[config.mk]
export PLATFORM = sky130hd
export DESIGN_NAME = red_serial_ctrl
export DESIGN_NICKNAME = d
export VERILOG_FILES = /design/src/rtl/red_serial_ctrl.sv
export SDC_FILE = /design/constraint.sdc
export NUM_CORES = 1
export LEC_CHECK = 0
export CAP_MARGIN = 20
export CORE_ASPECT_RATIO = 1.5
export CORE_MARGIN = 2
export CORE_UTILIZATION = 40
export CTS_CLUSTER_DIAMETER = 150
export DETAILED_ROUTE_END_ITERATION = 6
export PLACE_DENSITY = 0.73
export SETUP_SLACK_MARGIN = 0.5
export SLEW_MARGIN = 30
export SYNTH_ARGS = -nofsm -noshare
export SYNTH_HDL_FRONTEND = slang
export SYNTH_SLANG_ARGS = --single-unit
[constraint.sdc]
create_clock -name clk -period 4.9 [get_ports clk]
set_input_delay 1.47 -clock clk [delete_from_list [all_inputs] [get_ports clk]]
set_output_delay 1.47 -clock clk [all_outputs]
set_load 0.05 [all_outputs]
[src/rtl/red_serial_ctrl.sv]
// red_serial_ctrl
// Serial byte-reduction (RED) unit. It adds four signed bytes,
// (a_lo + b_lo) + (a_hi + b_hi), using a single 4-bit carry-lookahead slice.
// The slice handles one nibble per cycle: two nibbles for each byte sum,
// then three nibbles for the 12-bit combine.
//
// Ports
//   clk    : system clock, rising edge
//   rst_n  : synchronous active-low reset
//   start  : request a new operation; only looked at while idle
//   a, b   : 16-bit operands, each holding two signed bytes {hi, lo}
//   busy   : high in every state except IDLE
//   done   : one-cycle pulse when result is updated
//   result : sign-extended 10-bit sum; held until the next operation finishes

// CLA_4bit
// Purely combinational 4-bit carry-lookahead adder slice.
//   x, y : nibble operands
//   cin  : carry in
//   sum  : nibble sum
//   cout : carry out of bit 3
module CLA_4bit (
  input  logic [3:0] x,
  input  logic [3:0] y,
  input  logic       cin,
  output logic [3:0] sum,
  output logic       cout
);

  logic [3:0] g;
  logic [3:0] p;
  logic [4:0] c;

  // Each carry is built from generate/propagate terms, not rippled from the
  // previous bit.
  always_comb begin
    g    = x & y;
    p    = x ^ y;
    c[0] = cin;
    c[1] = g[0] | (p[0] & cin);
    c[2] = g[1] | (p[1] & g[0]) | (p[1] & p[0] & cin);
    c[3] = g[2] | (p[2] & g[1]) | (p[2] & p[1] & g[0])
         | (p[2] & p[1] & p[0] & cin);
    c[4] = g[3] | (p[3] & g[2]) | (p[3] & p[2] & g[1])
         | (p[3] & p[2] & p[1] & g[0]) | (p[3] & p[2] & p[1] & p[0] & cin);
    sum  = p ^ c[3:0];
    cout = c[4];
  end

endmodule

module red_serial_ctrl (
  input  logic        clk,
  input  logic        rst_n,
  input  logic        start,
  input  logic [15:0] a,
  input  logic [15:0] b,
  output logic        busy,
  output logic        done,
  output logic [15:0] result
);

  typedef enum logic [3:0] {
    IDLE = 4'd0,
    LO0  = 4'd1,
    LO1  = 4'd2,
    HI0  = 4'd3,
    HI1  = 4'd4,
    CMB0 = 4'd5,
    CMB1 = 4'd6,
    CMB2 = 4'd7,
    DONE = 4'd8
  } state_t;

  state_t      state;
  logic [15:0] op_a;
  logic [15:0] op_b;
  logic        carry;
  logic [8:0]  lo9;
  logic [8:0]  hi9;
  logic [7:0]  cmb;

  logic [3:0]  slice_x;
  logic [3:0]  slice_y;
  logic        slice_cin;
  logic [3:0]  slice_sum;
  logic        slice_cout;

  logic [11:0] ext_lo;
  logic [11:0] ext_hi;

  // Sign-extend both 9-bit byte sums to 12 bits. That width covers the full
  // range of the combine, whose true result fits in 10 bits.
  assign ext_lo = {{3{lo9[8]}}, lo9};
  assign ext_hi = {{3{hi9[8]}}, hi9};

  CLA_4bit u_slice (
    .x    (slice_x),
    .y    (slice_y),
    .cin  (slice_cin),
    .sum  (slice_sum),
    .cout (slice_cout)
  );

  // Choose the nibble pair for the current step. The first nibble of each
  // addition forces cin to zero. Later nibbles take the carry saved from the
  // previous step.
  always_comb begin
    slice_x   = 4'h0;
    slice_y   = 4'h0;
    slice_cin = 1'b0;
    unique case (state)
      LO0: begin
        slice_x = op_a[3:0];
        slice_y = op_b[3:0];
      end
      LO1: begin
        slice_x   = op_a[7:4];
        slice_y   = op_b[7:4];
        slice_cin = carry;
      end
      HI0: begin
        slice_x = op_a[11:8];
        slice_y = op_b[11:8];
      end
      HI1: begin
        slice_x   = op_a[15:12];
        slice_y   = op_b[15:12];
        slice_cin = carry;
      end
      CMB0: begin
        slice_x = ext_lo[3:0];
        slice_y = ext_hi[3:0];
      end
      CMB1: begin
        slice_x   = ext_lo[7:4];
        slice_y   = ext_hi[7:4];
        slice_cin = carry;
      end
      CMB2: begin
        slice_x   = ext_lo[11:8];
        slice_y   = ext_hi[11:8];
        slice_cin = carry;
      end
      default: begin
        slice_x   = 4'h0;
        slice_y   = 4'h0;
        slice_cin = 1'b0;
      end
    endcase
  end

  // Sequencer. busy and done are registered together with the state change,
  // so they never depend combinationally on start. The carry register
  // captures the slice carry-out on every arithmetic step.
  // For bit 8 of a byte sum, both bytes are sign-extended by one bit, so the
  // bit is a[7] ^ b[7] ^ (carry out of the high nibble).
  always_ff @(posedge clk) begin
    if (!rst_n) begin
      state  <= IDLE;
      op_a   <= 16'h0000;
      op_b   <= 16'h0000;
      carry  <= 1'b0;
      lo9    <= 9'h000;
      hi9    <= 9'h000;
      cmb    <= 8'h00;
      busy   <= 1'b0;
      done   <= 1'b0;
      result <= 16'h0000;
    end else begin
      unique case (state)
        IDLE: begin
          done <= 1'b0;
          if (start) begin
            op_a  <= a;
            op_b  <= b;
            carry <= 1'b0;
            busy  <= 1'b1;
            state <= LO0;
          end
        end
        LO0: begin
          lo9[3:0] <= slice_sum;
          carry    <= slice_cout;
          state    <= LO1;
        end
        LO1: begin
          lo9[7:4] <= slice_sum;
          lo9[8]   <= op_a[7] ^ op_b[7] ^ slice_cout;
          carry    <= slice_cout;
          state    <= HI0;
        end
        HI0: begin
          hi9[3:0] <= slice_sum;
          carry    <= slice_cout;
          state    <= HI1;
        end
        HI1: begin
          hi9[7:4] <= slice_sum;
          hi9[8]   <= op_a[15] ^ op_b[15] ^ slice_cout;
          carry    <= slice_cout;
          state    <= CMB0;
        end
        CMB0: begin
          cmb[3:0] <= slice_sum;
          carry    <= slice_cout;
          state    <= CMB1;
        end
        CMB1: begin
          cmb[7:4] <= slice_sum;
          carry    <= slice_cout;
          state    <= CMB2;
        end
        CMB2: begin
          // Bits 9:8 of the 10-bit result come from this nibble. Sign-extend
          // from bit 9 to get the 16-bit result.
          result <= {{6{slice_sum[1]}}, slice_sum[1:0], cmb};
          carry  <= slice_cout;
          done   <= 1'b1;
          state  <= DONE;
        end
        DONE: begin
          done  <= 1'b0;
          busy  <= 1'b0;
          state <= IDLE;
        end
        default: begin
          done  <= 1'b0;
          busy  <= 1'b0;
          state <= IDLE;
        end
      endcase
    end
  end

endmodule

# == Word level (Yosys, flattened, before mapping) ==
# Index checks and enable logic that the tools add are counted.
# totals
reg_bits,75
latch_bits,0
ram_bits,0
romBits,0
inputBits,35
output_inout_bits,18
elab_cells,73
n_memories,0
# op_classes
add_sub_neg,0
mul,0
div_mod_pow,0
magnitude_cmp,0
n_eq_ne,8
shift,0
muxes,10
n_bitwise,34
n_reduce_logical,8
# op_table
op,count
4-bit case mux with 7 select lines,2
4-bit case mux with 8 select lines,1
1-bit bitwise AND,16
4-bit by 3-bit equality test with 1-bit output (second input constant),4
1-bit bitwise OR,10
4-bit by 2-bit equality test with 1-bit output (second input constant),2
4-bit XOR,2
7-bit OR reduction,1
1-bit case mux with 2 select lines,3
2-bit AND reduction,3
6-bit OR reduction,1
4-bit bitwise AND,1
4-bit by 1-bit equality test with 1-bit output (second input constant),1
4-bit logical NOT,1
4-bit two-way mux,1
4-bit OR reduction,1
1-bit XOR,4
1-bit two-way mux,3
2-bit != test (second input constant),1
2-bit nonzero test,1
1-bit NOT,1

# == Depth between registers and ports, before layout ==
# depth
depth_word,9
ltp_mapped,11
depth_no_buf,9

# == By module ==
# Synthesis repeated with hierarchy kept, for this count alone.
# hier_totals
hier_cells,424
area_unflattened_um2,4063.9
# by_module_without_submodules
mod,n_inst,cells_per_inst,area_per_inst_um2,seq_area_each_um2
red_serial_ctrl,1,407,3916.3,1501.4
CLA_4bit,1,17,147.6,0.0

# == Least setup slack after synthesis ==
# No wires, ideal clock.
# synth_timing
path_kind,register to register
start,register state[3]
end,register hi9[8]
t_arrival_ns,2.710
required_ns,4.826
slack_ns,2.116
path_stages_with_launch,12
path_cell_list,dfxtp_1 > clkbuf_1 > buf_2 > nor3_1 > clkbuf_1 > a222oi_1 > nand4_1 > ha_1 > a21oi_1 > a21oi_1 > or4_1 > a31oi_1
# synth_via
elab_chain_cells,9
elab_cells_between_ends,25
# synth_lines
element,line,source
from (decl),75,state_t state;
from (signal assigned),160,state <= IDLE;
from (signal assigned),179,state <= LO0;
from (signal assigned),185,state <= LO1;
"4-bit by 3-bit equality test with 1-bit output, or another cell as far along",112,unique case (state)
4-bit case mux with 7 select lines,112,
4-bit XOR / 4-bit bitwise AND (equally long branches),"38, 37",
"1-bit bitwise AND, on equally long branches","44, 45",
"1-bit bitwise OR, or another cell as far along",44,c[4] = g[3] | (p[3] & g[2]) | (p[3] & p[2] & g[1])
1-bit bitwise OR / 1-bit bitwise AND (equally long branches),"44, 45",
1-bit bitwise OR / 1-bit bitwise AND (equally long branches),45,| (p[3] & p[2] & p[1] & g[0]) | (p[3] & p[2] & p[1] & p[0] & cin);
1-bit bitwise OR,45,
1-bit XOR,200,hi9[8] <= op_a[15] ^ op_b[15] ^ slice_cout;
to (signal assigned),200,
to (decl),80,logic [8:0] hi9;
# Several ways; a longest one is shown, not always the timed one.
# A chain may end at the register's enable or synchronous reset.

# == Final worst setup path ==
# layout_timing
start,register state[2]
end,register lo9[1]
# layout_via
elab_chain_cells,6
elab_cells_between_ends,16
# layout_lines
element,line,source
"4-bit by 3-bit equality test with 1-bit output, or another cell as far along",112,
4-bit case mux with 7 select lines / 4-bit OR reduction (equally long branches),--,
4-bit XOR / 1-bit two-way mux (equally long branches),"38, 112",
1-bit bitwise AND,40,c[1] = g[0] | (p[0] & cin);
1-bit bitwise OR,40,
4-bit XOR,46,sum = p ^ c[3:0];
to (signal assigned),183,lo9[3:0] <= slice_sum;
to (decl),79,logic [8:0] lo9;
# Several ways; a longest one is shown, not always the timed one.

==> metrics.md <==
| Metric | Value |
|---|---|
| Via/cell ratio | `5.47` |
| Num ports | `53` |
| Worst R2R End | `lo9[1]$_SDFFE_PN0N_` |
| Chip width | `80.5 um` |
| # hold bufs at CTS | `0` |
| Seq/Total Area, Yosys | `a little over two fifths` |
| Synth area leaders | `dfxtp_1 (43%), nand2_1 (12%), a21boi_0 (10%)` |
| Post-CTS setup buffer count | `0` |
| FP Rows | `41` |
| Fin Hold WS | `0.458 ns` |
| R2R setup slack | `1.46 ns` |
| Least-Margin Pin Slew | `roughly 0.91 ns` |
| Largest net degree at the start of global routing | `54` |
| Fillers | `816` |
| Register bit total from synthesis | `75` |
| Total die area | `between 9000 and 10000 um2` |
| Most instantiated library cell after synthesis | `nand2_1` |
| Sum Neg Setup Slack | `0 ns` |
| FF+latch area | `1500 um2` |
| Met2 usage | `31.9%` |
| Ys flop type | `dfxtp_1` |
| Critical path capture point type | `register` |
| Max IR drop VDD | `190 uV` |
| Final min period | `3.44 ns` |
| DP HPWL | `6010 um` |
| FFs w/ async S/R, synth | `0%` |
| Drt pass-1 iters | `4` |
| Overall power | `around 1.5 mW` |
| Clock skew | `0.00221 ns` |
| Clock sinks | `75` |
| Routed vias | `3019` |
| GRT Total Usage | `18.8%` |
| WHS Path Cells | `2` |
| Drt total wl | `8380 um` |
| Highest Clock Rate | `roughly 290 MHz` |
| Pwr Density | `between 300 and 400 nW/um2` |
| YS warnings | `0` |
| Worst R2R Path Depth | `7` |
| Share of post-route cells with drive strength above 1 | `~7.4%` |
| Final Hold Fails | `0` |
| Area of placed instances | `between 4000 and 5000 um2` |
| Synthesized area | `3510 um2` |
| Final setup vio count | `0` |
| Count of cell types in the netlist | `46` |
| CTS tree | `done` |
| GRT met3 Usage | `under 10%` |
| Hold_sp | `result[5]$_SDFFE_PN0N_` |
| Final period utilization | `between 70% and 80%` |
| Area of the multi-input gates | `1850 um2` |
| Top Usage Layer GRT | `met2` |
| Synth area leader | `dfxtp_1` |
| RSZ-0062 raised after global routing | `no` |
| Met1 GRT Util | `roughly 22%` |
| First DRT Iteration DRCs | `between 200 and 250` |
| CP Class | `register to register` |
| CP Launch Type | `register` |
| Critical path data required time | `5.16 ns` |
| DRC errors left | `0` |
| Count of antenna-violating nets left after detailed routing | `0` |
| H-Tree Depth | `3` |
| Leak pwr | `1.64 nW` |
| # nets final | `481` |
| Rel. slew slack | `39.1%` |
| Post-cts sizing count | `0` |
| Worst Hold Class | `register to register` |
| Crit path DAT | `3.70 ns` |
| Gpl congestion | `0.921` |
| Diodes inserted | `0` |
| Syn Inst Count | `407` |
| Design area | `4340 um2` |
| Net Count, Synth | `between 400 and 500` |
| Clk pin slew, worst setup/hold paths | `0.05 ns` |
| First-pass GRT wire length | `13800 um` |
| Root Buffer | `clkbuf_16` |
| EDFF count, synth | `0` |
| Input/output buffers | `52` |
| Vias in the first global route | `2860` |
| Synthesized area per cell | `8.62 um2` |
| Total gr overflow | `0` |
| Status | `finished clean` |
| Share of the synthesized area in the top cell type | `42.8%` |
| Hold Path Sink | `result[5]$_SDFFE_PN0N_` |
| Max-Cap Viols | `0` |
| Final Max Tran Viols | `0` |
| Layout Utilization | `51.3%` |
| Initial antenna violation count | `0` |
| Core area | `between 8000 and 9000 um2` |
| CTS buffer count | `9` |
| RR Startpoint | `state[2]$_SDFFE_PN0P_` |
| Clock Path Buffers | `2` |
| Crit-path max FO | `20` |
| Post-synth top cells | `nand2_1 (112), dfxtp_1 (75), a21boi_0 (48), a22oi_1 (20), clkbuf_1 (20)` |
| Worst-Skew Late Latency | `0.33 ns` |
| Area grow syn2layout | `23.7%` |
| Drt wl/cell | `15.2 um` |
| Die Height | `119 um` |
| Initial Util | `between 40 and 50%` |
==> worst max path at each step <==
stage | start | endpoint | depth (start not counted)
CTS | state[2]$_SDFFE_PN0P_ | cmb[1]$_SDFFE_PN0N_ | 7
global route | state[2]$_SDFFE_PN0P_ | hi9[1]$_SDFFE_PN0N_ | 7
finish | state[2]$_SDFFE_PN0P_ | lo9[1]$_SDFFE_PN0N_ | 7
detailed placement | state[2]$_SDFFE_PN0P_ | cmb[1]$_SDFFE_PN0N_ | 7
global placement | state[2]$_SDFFE_PN0P_ | cmb[1]$_SDFFE_PN0N_ | 7
floorplan | state[3]$_SDFFE_PN0P_ | hi9[8]$_SDFFE_PN0N_ | 11
==> cells in the final DEF, fill, tap and decap left out, types with 3 or more instances in the layout <==
master           netlist  routed
nor3_1                 5       4
nand3_1               10       9
a21boi_0              48      48
o311ai_0               3       3
buf_4                  6       5
or4_1                  8       8
nor2_1                 8       8
clkbuf_16              0       9
nand2_1              112     112
o31ai_1                3       3
nand2b_1               3       3
clkdlybuf4s50_1        0      51
xnor2_1                3       3
o21ai_0                5       5
a21oi_1                4       4
a41o_1                 6       6
a22oi_1               20      20
nor3b_2                1       3
ha_1                   4       4
and3_1                 8       7
o311ai_1               3       3
dfxtp_1               75      75
o211a_1                7       7
nand4_1                8       8
==> worst max-delay path, stage by stage (launching register included) <==
cell,delay [ns]
dfxtp_1,0.69
nor3b_2,0.81
a22oi_1,0.22
and4_1,0.29
fa_1,0.44
xnor2_1,0.61
nand2_1,0.12
a21boi_0,0.18
==> metal layers <==
layer,routed length (um),part of all wire [%]
met3,342,4.1
met5,0,0
met4,269,3.2
met1,3480,42
met2,4290,51
==> area by class of cell <==
type | count | area share (%)
sequential | 75 | 34.6
timing repair buffer | 57 | 12.7
clock buffer | 13 | 6.00
multi-input combinational | 296 | 42.6
clock inverter | 2 | 0.807
tap | 107 | 3.09
inverter | 2 | 0.173
==> flip-flops by register name (all words and copies together) (netlist names) <==
register and flops:
op_b 16, done 1, op_a 16, result 10, busy 1, hi9 9
state 4, carry 1, cmb 8, lo9 9
==> power by group <==
group | internal, mW | total (mW) | switching [mW]
combinational | 0.0764 | 0.178 | 0.101
sequential | 0.642 | 0.670 | 0.0279
clock | 0.418 | 0.654 | 0.236
==> logic make-up (layout without fill, tap and decap cells) <==
logic type,Yosys count,in the layout,share of synthesized area [%]
adders and majority gates,5,5,2.00
xor gates and xnor gates,4,4,0.999
DFF,75,75,42.8
AOI/OAI and AO/OA,109,109,24.5
and+or+nand+nor,178,178,24.5
buffers and inverters,36,74,5.14
==> stage by stage <==
stage	worst slack, ns	cells
3_5_place_dp	1.53	537
3_3_place_gp	1.57	537
2_1_floorplan	2.12	407
6_report	1.46	552
4_1_cts	1.52	552
5_1_grt	1.22	552
Power figures use the tool's default switching activity.
==> variant 1: new RTL, same flow settings <==
Reset style: asynchronous (`rst_n`), changed in one clocked block. Comments in the files are not updated.
--- a/src/rtl/red_serial_ctrl.sv
+++ b/src/rtl/red_serial_ctrl.sv
@@ -157,3 +157,3 @@
   // bit is a[7] ^ b[7] ^ (carry out of the high nibble).
-  always_ff @(posedge clk) begin
+  always_ff @(posedge clk or negedge rst_n) begin
     if (!rst_n) begin
Check against the original RTL: differs if rst_n is asserted again (counterexample within 4 cycles, from zero or initial values and one cycle with rst_n low); with rst_n held inactive, the same outputs for 10 cycles.
==> variant 1 against the original RTL <==
- final area is 1.2% lower
- wire length is 16% lower
- sequential cell count stayed put
- critical path depth increased by 3
- synthesized area fell by 3.0%
- core utilization about the same
- first-iteration DRC count is 46% lower
- count of clock-buffer cells in the layout did not move
- worst setup slack improved by 0.15 ns
Power is not compared: it rests on default switching activity, and its combinational part moved more than twofold at a synthesized area within 25%.
==> variant 1: results (changes against the original RTL) <==
Post-DP HPWL = 5130 um (was 6010 um)
Top FF cell, synth = dfrtp_1 (was dfxtp_1)
Clock slew at reported path FFs = 0.06 ns
Post-synthesis sequential area ratio = 55.1% (was 42.8%)
Netlist cell types = 37 (was 46)
FF-to-FF path depth = 10 (was 7)
Mean Syn Cell Area = 11.3 sq um (was 8.62 sq um)
Postcts setup bufs = 0 (unchanged)
Resize count post-CTS = 0 (unchanged)
Clock Skew = 0.00497 ns (was 0.00221 ns)
Synth Area in Compound Gates = 12.8% (was 24.5%)
Slowest cell on crit path = nor2_1 (was nor3b_2)
Fin cells = 463 (was 552)
WP data arrival = 3.50 ns (was 3.70 ns)
Wire length per cell = 15.3 um (was 15.2 um)
DRC Markers = 0 (unchanged)
Cell Area, Placed = 3980 sq um (was 4040 sq um)
GRT Total Usage = 17.0% (was 18.8%)
P_leak = 1.85 nW
Adder-cell area share of the yosys netlist = 2.39% (was 2.00%)
Slowest Stage Delay on Critical Path = 0.59 ns (was 0.81 ns)
Status = complete, no violations (unchanged)
Placed cell count = 447 (was 537)
Clk Latency, worst-skew pair = 0.33 ns (about the same)
IO Port Bufs = 52 (unchanged)
Worst slew pin tran = 0.801 ns (was 0.908 ns)
Synth cell count leaders = 75 x dfrtp_1, 65 x nand2_1, 32 x mux2_1 (was 112 x nand2_1, 75 x dfxtp_1, 48 x a21boi_0)
Initial antenna violation count = 0 (unchanged)
CTS root buf = clkbuf_16 (unchanged)
Critical Path Fanout Max = 14 (was 20)
DR pass1 iterations = 4 (unchanged)
CTS H-Tree Depth = 3 (unchanged)
Synth warn = 0 (unchanged)
GP Congestion = 0.891 (was 0.921)
Family with the most delay on the worst path = simple AND/OR/NAND/NOR gates (unchanged)
Worst min path class = reg2reg (unchanged)
Net Count, Synth = 341 (was 447)
First-pass GRT wire length = 11800 um (was 13800 um)
Max VDD drop = 307 uV
Pre-CTS WS = 1.51 ns (was 1.53 ns)
DR iter-0 viols = 131 (was 244)
Largest net degree at the start of global routing = 46 (was 54)
Via Count = 2429 (was 3019)
Vias in the first global route = 2460 (was 2860)
Mux cell area share after synthesis = 10.6% (was 0%)
Filler Cell Count = 751 (was 816)
Diode count = 0 (unchanged)
Hold Path Depth = 2 (unchanged)
Async SR Flop Fraction = 100% (was 0%)
Xor and xnor area share after synthesis = 2.50% (was 0.999%)
Share of cells above drive strength 1 = 9.27% (was 7.42%)
Largest regs = op_a (16), op_b (16), result (10) (unchanged)
TritonCTS Buffers = 9 (unchanged)
CTS Buffer Depth = 2 (unchanged)
Top post-synthesis cells by area = dfrtp_1 55%, mux2_1 11%, nand2_1 7.2%, a22oi_1 4.6%, o21ai_0 2.4% (was dfxtp_1 43%, nand2_1 12%, a21boi_0 10%, a22oi_1 4.3%, clkbuf_1 2.1%)
Layout net count = 391 (was 481)
## variant 1: final timing paths
path | start | end | slack (ns)
max | state[3] | hi9[7] | 1.60
min | cmb[5] | result[5] | 0.47
max reg2reg | state[3] | hi9[7] | 1.60
min reg2reg | cmb[5] | result[5] | 0.47
max in group asynchronous | rst_n | hi9[6] | 2.94
min in group asynchronous | rst_n | cmb[3] | 1.14
## variant 1: per-layer routing
metal | global-route usage (%) | share of wire, % | vias up
li1 | - | - | 1165
met1 | 19.7 | 41 | 1188
met2 | 29.5 | 53 | 64
met3 | 4.29 | 3.9 | 12
met4 | 7.70 | 2.3 | 0
met5 | 0 | 0 | -
## variant 1: worst register-to-register path, stage by stage (launching register included)
cell	delay (ns)
dfrtp_1	0.55
nand2b_1	0.28
nor2_1	0.59
a22oi_1	0.19
nand4_1	0.16
ha_1	0.29
a21o_1	0.21
a21o_2	0.25
a41oi_2	0.21
xor2_2	0.34
o21ai_1	0.11
## variant 1: area by class of cell
cell class | count | area [sq um] | share of cell area [%]
sequential | 75 | 1880 | 43.8
multi-input combinational | 208 | 1430 | 33.3
timing repair buffer | 54 | 533 | 12.4
clock buffer | 13 | 260 | 6.07
tap | 107 | 134 | 3.12
clock inverter | 3 | 46.3 | 1.08
inverter | 3 | 11.3 | 0.263
## variant 1: where the power goes
group	total (mW)	internal, mW	leakage, nW	switching, mW
logic	1.63	0.608	0.778	1.02
clock network	0.659	0.423	0.146	0.236
registers	1.13	0.912	0.930	0.219
==> variant 2: new RTL, config.mk and constraints unchanged <==
Without the edit above. Re-encode `state_t` (9 states) as Gray code, 4 bits wide.
--- a/src/rtl/red_serial_ctrl.sv
+++ b/src/rtl/red_serial_ctrl.sv
@@ -63,11 +63,11 @@
   typedef enum logic [3:0] {
-    IDLE = 4'd0,
-    LO0  = 4'd1,
-    LO1  = 4'd2,
-    HI0  = 4'd3,
-    HI1  = 4'd4,
-    CMB0 = 4'd5,
-    CMB1 = 4'd6,
-    CMB2 = 4'd7,
-    DONE = 4'd8
+    IDLE = 4'b0000,
+    LO0  = 4'b0001,
+    LO1  = 4'b0011,
+    HI0  = 4'b0010,
+    HI1  = 4'b0110,
+    CMB0 = 4'b0111,
+    CMB1 = 4'b0101,
+    CMB2 = 4'b0100,
+    DONE = 4'b1100
   } state_t;
Function: same outputs for any inputs over 10 cycles, from zero or initial values and one cycle with rst_n low; not proved beyond that.
==> variant 2 against the original RTL <==
- the flow now finishes with violations (DRC)
- hold slack improved by 0.0034 ns
- power increased by 9.1%
- wire length decreased by 1.4%
- sequential cell count unchanged
- clock skew increased by 0.0039 ns
- final area about the same
- highest routed layer unchanged
- worst setup slack improved by 0.018 ns
- critical path depth increased by 2
- synthesized area increased by 0.93%
- critical path type unchanged
- largest power group unchanged
==> variant 2: results (changes against the original RTL) <==
Status = finished, violations left (was complete, no violations)
Violated checks = DRC
Hold slack = 0.461 ns (was 0.458 ns)
Sw power = 0.446 mW (was 0.365 mW)
Pre-CTS WS = 1.52 ns (was 1.53 ns)
Family with the most delay on the worst path = simple AND/OR/NAND/NOR gates (unchanged)
Reg-to-reg critical path endpoint = hi9[3] (was lo9[1])
Post-synthesis sequential area ratio = 42.4% (was 42.8%)
Largest net degree at the start of global routing = 43 (was 54)
Layout net count = 479 (was 481)
WP data arrival = 3.67 ns (was 3.70 ns)
Post-DP HPWL = 5740 um (was 6010 um)
DR pass1 iterations = 7 (was 4)
Max-Slew Margin vs Limit = 33.3% (was 39.1%)
HP Start = result[1] (was result[5])
Filler Cell Count = 863 (was 816)
DRC Markers = 4 (was 0)
Fin cells = 554 (was 552)
Synth cell count leaders = 123 x nand2_1, 75 x dfxtp_1, 44 x a21boi_0 (was 112 x nand2_1, 75 x dfxtp_1, 48 x a21boi_0)
Netlist cell types = 49 (was 46)
Mean Syn Cell Area = 8.55 sq um (was 8.62 sq um)
Critical path type = reg2reg (unchanged)
Clock Skew = 0.00616 ns (was 0.00221 ns)
Wire length per cell = 14.9 um (was 15.2 um)
Async SR Flop Fraction = 0% (unchanged)
FF-to-FF Start = state[0] (was state[2])
Share of cells above drive strength 1 = 7.21% (was 7.42%)
Critical Path Fanout Max = 16 (was 20)
Vias in the first global route = 2890 (was 2860)
Largest regs = op_a (16), op_b (16), result (10) (unchanged)
TritonCTS Buffers = 9 (unchanged)
Net Count, Synth = 454 (was 447)
Slowest cell on crit path = nor4_4 (was nor3b_2)
GRT Total Usage = 18.5% (was 18.8%)
Top post-synthesis cells by area = dfxtp_1 42%, nand2_1 13%, a21boi_0 9.3%, a22oi_1 3.2%, a222oi_1 2.3% (was dfxtp_1 43%, nand2_1 12%, a21boi_0 10%, a22oi_1 4.3%, clkbuf_1 2.1%)
Initial antenna violation count = 0 (unchanged)
Hold EP = result[1] (was result[5])
Placed cell count = 538 (was 537)
First-pass GRT wire length = 13700 um (was 13800 um)
FF-to-FF path depth = 9 (was 7)
Number of vias per cell = 5.53 (was 5.47)
GP Congestion = 0.935 (was 0.921)
DR iter-0 viols = 240 (was 244)
P_leak = 1.57 nW (was 1.64 nW)
Slowest Stage Delay on Critical Path = 0.83 ns (was 0.81 ns)
Final worst path period share = 69.9% (was 70.3%)
Max VDD drop = 217 uV (was 190 uV)
[variant 2: changes by cell type after synthesis, sizes merged, moves of 7 or more]
| cell | unedited run | this run |
|---|---|---|
| buf | 14 | 24 |
| o2111ai | 0 | 7 |
| nand2 | 112 | 123 |
| or4 | 8 | 0 |
[variant 2: cell type report]
type                            count  area share, %
Multi-Input combinational cell    295           42.2
Timing Repair Buffer               56           12.6
Sequential cell                    75           34.6
Inverter                            2          0.173
Tap cell                          110           3.17
Clock inverter                      7           2.10
Clock buffer                        9           5.19
[variant 2: power by group through the flow]
stage               combinational (mW)  clock (mW)  sequential, mW
floorplan                        0.181           0           0.695
global placement                 0.237           0           0.709
detailed placement               0.243           0           0.711
CTS                              0.244       0.712           0.698
global route                     0.272       0.733           0.703
finish                           0.241       0.698           0.699
[variant 2: metal layers]
layer	GRT usage, %	vias to the layer above	share of wire (%)
met5	0	-	0
met4	10.4	0	3.5
met3	4.17	21	5.1
met2	30.9	108	51
met1	21.3	1406	41
li1	-	1526	-
[variant 2: worst min-delay path: stages (launching register included)]
cell and delay [ns]:
dfxtp_1 0.31, nand2_1 0.04, a21boi_0 0.06
[variant 2: kinds of logic after synthesis]
| family | share of synthesized area [%] |
|---|---|
| fa+ha+maj | 1.98 |
| simple gates | 21.8 |
| compound gates | 25.6 |
| mux | 1.13 |
| flops | 42.4 |
| buf+inv | 6.32 |
| xor+xnor | 0.742 |
[variant 2: stage by stage]
| step | utilization [%] | instance area (sq um) |
|---|---|---|
| after floorplan | - | 3540 |
| after global placement | 46.1 | 4020 |
| after detailed placement | 46.2 | 4030 |
| after CTS | 49.8 | 4340 |
| after global routing | 49.8 | 4340 |
| final | 49.8 | 4340 |
